<file path="config.mk">
export PLATFORM = sky130hd
export DESIGN_NAME = sobel_frame_sequencer
export DESIGN_NICKNAME = d
export VERILOG_FILES = /design/src/rtl/sobel_frame_sequencer.sv
export SDC_FILE = /design/constraint.sdc
export NUM_CORES = 1
export LEC_CHECK = 0
export CAP_MARGIN = 20
export CORE_ASPECT_RATIO = 0.7
export CORE_MARGIN = 3
export CORE_UTILIZATION = 41
export CTS_BUF_LIST = sky130_fd_sc_hd__clkbuf_4 sky130_fd_sc_hd__clkbuf_8
export CTS_CLUSTER_SIZE = 8
export DETAILED_ROUTE_END_ITERATION = 10
export MAX_ROUTING_LAYER = met4
export PLACE_DENSITY_LB_ADDON = 0.25
export SYNTH_ARGS = -nofsm -noshare
export SYNTH_HDL_FRONTEND = slang
export SYNTH_SLANG_ARGS = --single-unit
</file>
<file path="constraint.sdc">
create_clock -name clk -period 2.4 [get_ports clk]
set_clock_uncertainty 0.05 [all_clocks]
set_input_delay 0.36 -clock clk [delete_from_list [all_inputs] [get_ports clk]]
set_output_delay 0.36 -clock clk [all_outputs]
set_load 0.02 [all_outputs]
</file>
<file path="src/rtl/sobel_frame_sequencer.sv">
// Frame sequencer: walks every 3x3 window of a frame from the window memory
// through the Sobel engine and writes each result back to memory.
//
// state | meaning
// ------+-----------------------------------------------------------
// IDLE  | waiting for start; win_count holds the last frame's value
// MRD   | memory read strobe for the next window
// MWAIT | memory read latency; window captured on the last cycle
// EWR   | engine write strobe carrying the captured window
// EWAIT | engine compute wait
// ERD   | engine read strobe
// ECAP  | engine result captured at the end of this cycle
// MWR   | memory write strobe carrying the result; count advances
// DONE  | one-cycle completion pulse
module sobel_frame_sequencer #(
    parameter int IMG_W   = 64,
    parameter int IMG_H   = 64,
    parameter int RD_LAT  = 2,
    parameter int ENG_LAT = 3,
    parameter int CNT_W   = 16
) (
    input  logic              clk,
    input  logic              reset,
    input  logic              start,
    input  logic              abort,
    output logic              busy,
    output logic              done,
    output logic [CNT_W-1:0]  win_count,
    output logic              mem_data_strobe,
    output logic              mem_bus_rw,
    input  logic [71:0]       mem_bus_out,
    output logic [7:0]        mem_bus_in,
    output logic              data_strobe,
    output logic              bus_rw,
    output logic [71:0]       bus_in,
    input  logic [7:0]        bus_out
);

    localparam logic [CNT_W-1:0] NUM_WIN = CNT_W'((IMG_W - 2) * (IMG_H - 2));
    localparam int MAX_LAT = (RD_LAT > ENG_LAT) ? RD_LAT : ENG_LAT;
    localparam int WAIT_W  = (MAX_LAT > 1) ? $clog2(MAX_LAT) : 1;
    localparam logic [WAIT_W-1:0] RD_RELOAD  = WAIT_W'(RD_LAT - 1);
    localparam logic [WAIT_W-1:0] ENG_RELOAD = WAIT_W'((ENG_LAT > 0) ? (ENG_LAT - 1) : 0);

    typedef enum logic [3:0] {
        IDLE, MRD, MWAIT, EWR, EWAIT, ERD, ECAP, MWR, DONE
    } state_t;

    state_t             state_q;
    logic [WAIT_W-1:0]  wait_q;
    logic [71:0]        window_q;
    logic [7:0]         result_q;
    logic [CNT_W-1:0]   win_count_q;
    logic [CNT_W-1:0]   win_count_d;
    logic               busy_q;
    logic               done_q;
    logic               mem_stb_q;
    logic               mem_rw_q;
    logic               eng_stb_q;
    logic               eng_rw_q;

    assign win_count_d = win_count_q + 1'b1;

    // Wait states use a down-counter loaded with LAT-1 and leave on zero.
    always_ff @(posedge clk or negedge reset) begin
        if (!reset) begin
            state_q     <= IDLE;
            wait_q      <= '0;
            window_q    <= '0;
            result_q    <= '0;
            win_count_q <= '0;
            busy_q      <= 1'b0;
            done_q      <= 1'b0;
            mem_stb_q   <= 1'b0;
            mem_rw_q    <= 1'b1;
            eng_stb_q   <= 1'b0;
            eng_rw_q    <= 1'b1;
        end else begin
            mem_stb_q <= 1'b0;
            mem_rw_q  <= 1'b1;
            eng_stb_q <= 1'b0;
            eng_rw_q  <= 1'b1;
            done_q    <= 1'b0;
            if (abort && (state_q != IDLE)) begin
                state_q <= IDLE;
                busy_q  <= 1'b0;
            end else begin
                case (state_q)
                    IDLE: begin
                        if (start) begin
                            state_q     <= MRD;
                            win_count_q <= '0;
                            busy_q      <= 1'b1;
                            mem_stb_q   <= 1'b1;
                        end
                    end
                    MRD: begin
                        state_q <= MWAIT;
                        wait_q  <= RD_RELOAD;
                    end
                    MWAIT: begin
                        if (wait_q == '0) begin
                            window_q  <= mem_bus_out;
                            state_q   <= EWR;
                            eng_stb_q <= 1'b1;
                            eng_rw_q  <= 1'b0;
                        end else begin
                            wait_q <= wait_q - 1'b1;
                        end
                    end
                    EWR: begin
                        if (ENG_LAT == 0) begin
                            state_q   <= ERD;
                            eng_stb_q <= 1'b1;
                        end else begin
                            state_q <= EWAIT;
                            wait_q  <= ENG_RELOAD;
                        end
                    end
                    EWAIT: begin
                        if (wait_q == '0) begin
                            state_q   <= ERD;
                            eng_stb_q <= 1'b1;
                        end else begin
                            wait_q <= wait_q - 1'b1;
                        end
                    end
                    ERD: begin
                        state_q <= ECAP;
                    end
                    ECAP: begin
                        result_q  <= bus_out;
                        state_q   <= MWR;
                        mem_stb_q <= 1'b1;
                        mem_rw_q  <= 1'b0;
                    end
                    MWR: begin
                        win_count_q <= win_count_d;
                        if (win_count_d == NUM_WIN) begin
                            state_q <= DONE;
                            busy_q  <= 1'b0;
                            done_q  <= 1'b1;
                        end else begin
                            state_q   <= MRD;
                            mem_stb_q <= 1'b1;
                        end
                    end
                    DONE: begin
                        state_q <= IDLE;
                    end
                    default: begin
                        state_q <= IDLE;
                        busy_q  <= 1'b0;
                    end
                endcase
            end
        end
    end

    assign busy            = busy_q;
    assign done            = done_q;
    assign win_count       = win_count_q;
    assign mem_data_strobe = mem_stb_q;
    assign mem_bus_rw      = mem_rw_q;
    assign mem_bus_in      = result_q;
    assign data_strobe     = eng_stb_q;
    assign bus_rw          = eng_rw_q;
    assign bus_in          = window_q;

endmodule

</file>
==> run summary <==
Die footprint = 0.0131 mm²
#FFs+latches synth = 108
Rows = 32
WP buf/inv = 0
Slowest CP cell = a2111oi_2
Most common cell after layout, fill and taps aside = clkdlybuf4s50_1
Setup WS pre-CTS = 96.9 ps
Area Overhead vs Synth = 49.7%
Die width = 135 µm
Core box area = 0.0112 mm²
Fmax = 0.443 GHz
First-pass GRT wire length = 19000 µm
Grt ovf = 0
Cell area after synthesis = 0.00480 mm²
Power Density = 1030 mW/mm²
Mux cell area share after synthesis = 18.8%
Post-synth EDFFs = 0
Post-synthesis sequential area ratio = 56.4%
Clock transition at the registers of the reported paths = 100 ps
Gate Count Post-Synth = 391
Leakage = 3.15 nW
# setup viols final = 0
CTS Root Cell = clkbuf_8
H-tree levels = 3
Antenna Nets Post-Route = 0
GP Congestion = 0.896
Final wirelength = 12300 µm
Clk_lat worst skew = 360 ps
Top FF cell, synth = dfrtp_1
Hold Crit Class = reg2reg
Starting density of the core = 42.8%
Final Max Slew Viols = 0
Post-CTS Setup Bufs = 0
Synth Net Count = 478
Worst Tran Pin Value = 620 ps
Via count = 3834
Relative slew slack = 58.6%
RSZ-0062 raised after global routing = false
WL/cell = 16.7 µm
Vias/cell = 5.19
Period utilisation layout = 94.0%
Final #Nets = 668
Overall global routing resource usage = 18.9%
Largest family of logic cells by synthesized area = multiplexers
TritonCTS Sinks = 108
Startpoint Class = flip-flop
Number of detailed-route iterations in the first pass = 5
Diodes inserted = 0
Critical path fanouts, max = 9
CP endpoint kind = flip-flop
Ys Warns = 0
Maximum vdd drop = 0.000634 V
CP required = 2580 ps
Synth Area in Simple Gates = 11.0%
Reg area = 0.00271 mm²
Total of fill cells in the finished design = 874
Area of the multi-input gates = 0.00199 mm²
# IOs = 186
Initial drt markers = 237
XOR/XNOR Fraction of Synth Area = 0.913%
Drc violations = 0
HPWL Detailed = 9330 µm
Synth cell types = 50
Compound-Gate Fraction of Synth Area = 9.18%
Critical path class = reg2reg
CTS Buffer Depth = 2
Worst path cell trace = ha_1 -> and3_1 -> xnor2_1 -> nand3_1 -> a2111oi_2 -> a31oi_1
Syn Area/Cell = 12.3 µm²
Number of global-route vias before repair = 3694
CTS tree = built
Pin count of the biggest net entering global routing = 48
CP arrival = 2440 ps
Max Cap Viol = 0
Final setup TNS = 0 ps
Outcome = completed
Async set-reset flop share out of synthesis = 100%
Final Hold Violating Endpoints = 0
Number of buffers added on ports = 185
Setup WS post-layout = 143 ps
CP delay by family, top = compound AO/OA/AOI/OAI gates
Final critical-path required period = 2260 ps
Most frequent cells in the layout = clkdlybuf4s50_1 (184), dfrtp_1 (103), mux2_2 (80)
Share of cells above drive strength 1 = 23.0%
Die Y-Extent = 96.5 µm
Initial antenna violation count = 0
CTS buffer count = 9
Adder-cell share of the synthesized area = 0.782%
Slowest cell delay on critical path = 500 ps
## per-stage QoR
| stage | utilization, % | instance area, µm² | instances | power (mW) | hold slack, ps |
|---|---|---|---|---|---|
| floorplan | - | 4800 | 391 | 4.55 | 14.4 |
| global placement | 62.0 | 6950 | 722 | 6.21 | 363 |
| detailed placement | 62.0 | 6950 | 722 | 6.30 | 370 |
| CTS | 63.9 | 7160 | 739 | 7.45 | 464 |
| global route | 64.1 | 7180 | 739 | 7.79 | 475 |
| finish | 64.1 | 7180 | 739 | 7.36 | 462 |
## cell families (layout without fill, tap and decap cells)
logic type	count (synthesis)	count (layout)
xor+xnor	5	5
fa+ha+maj	3	3
mux	80	80
buf+inv	35	230
compound gates	68	68
flops	108	108
simple gates	92	92
## layer usage
layer / global-route usage, % / wire (µm)
met5: - / 0
met4: 4.45 / 127
met3: 4.97 / 1030
met2: 27.0 / 5520
met1: 27.1 / 5670
## registers in the layout (all words and copies together), names as in the netlist
signal,count
wait_q,2
busy,1
done,1
bus_in,72
mem_bus_in,8
win_count,16
mem_data_strobe,1
state_q,4
data_strobe,1
bus_rw,1
mem_bus_rw,1
## cell type report
cell class,count,area share (%)
clock buffer,10,1.83
clock inverter,6,0.993
sequential,108,37.7
timing repair buffer,207,28.8
multi-input combinational,248,27.7
inverter,7,0.366
tap,153,2.66
## worst reg2reg max path: cells and delay by family, from the launching register on
family	cells	cell delay (ps)
compound gates	2	660
flops	1	360
fa+ha+maj	1	330
simple gates	2	570
xor+xnor	1	160
## power by group
part	internal, mW	leakage (nW)	switching, mW
logic	1.80	1.63	1.61
clock network	0.506	0.102	0.631
registers	2.47	1.42	0.351
total	4.77	3.15	2.59
## synthesized netlist by cell type (all sizes together), types with 8 or more instances
library cell / number / area, µm²
a21oi: 9 / 45.0
clkbuf: 23 / 87.6
dfrtp: 106 / 2650
mux2: 80 / 901
nand2: 14 / 52.6
nand3: 11 / 55.1
nand4: 13 / 103
nor2: 16 / 60.1
nor3: 8 / 45.0
nor4: 9 / 62.6
o21ai: 25 / 125
## path summary, 6_finish.rpt
| check | start | end | slack [ps] | cells past startpoint |
|---|---|---|---|---|
| setup / recovery | win_count[0] | mem_data_strobe | 140 | 6 |
| hold / removal | bus_in[5] | bus_in[5] | 460 | 1 |
| setup reg to reg | win_count[0] | mem_data_strobe | 140 | 6 |
| hold reg to reg | bus_in[5] | bus_in[5] | 460 | 1 |
| max in group asynchronous | reset | bus_rw | 1100 | 3 |
| min in group asynchronous | reset | bus_in[36] | 490 | 2 |
## what timing repair did
item / CTS / global route
hold buffers: 1 / 0
resized for setup: 0 / 6
hold endpoints to repair: 43 / 0
endpoints found under the setup margin: 0 / 5
No activity file was read; power rests on OpenSTA's default activity.
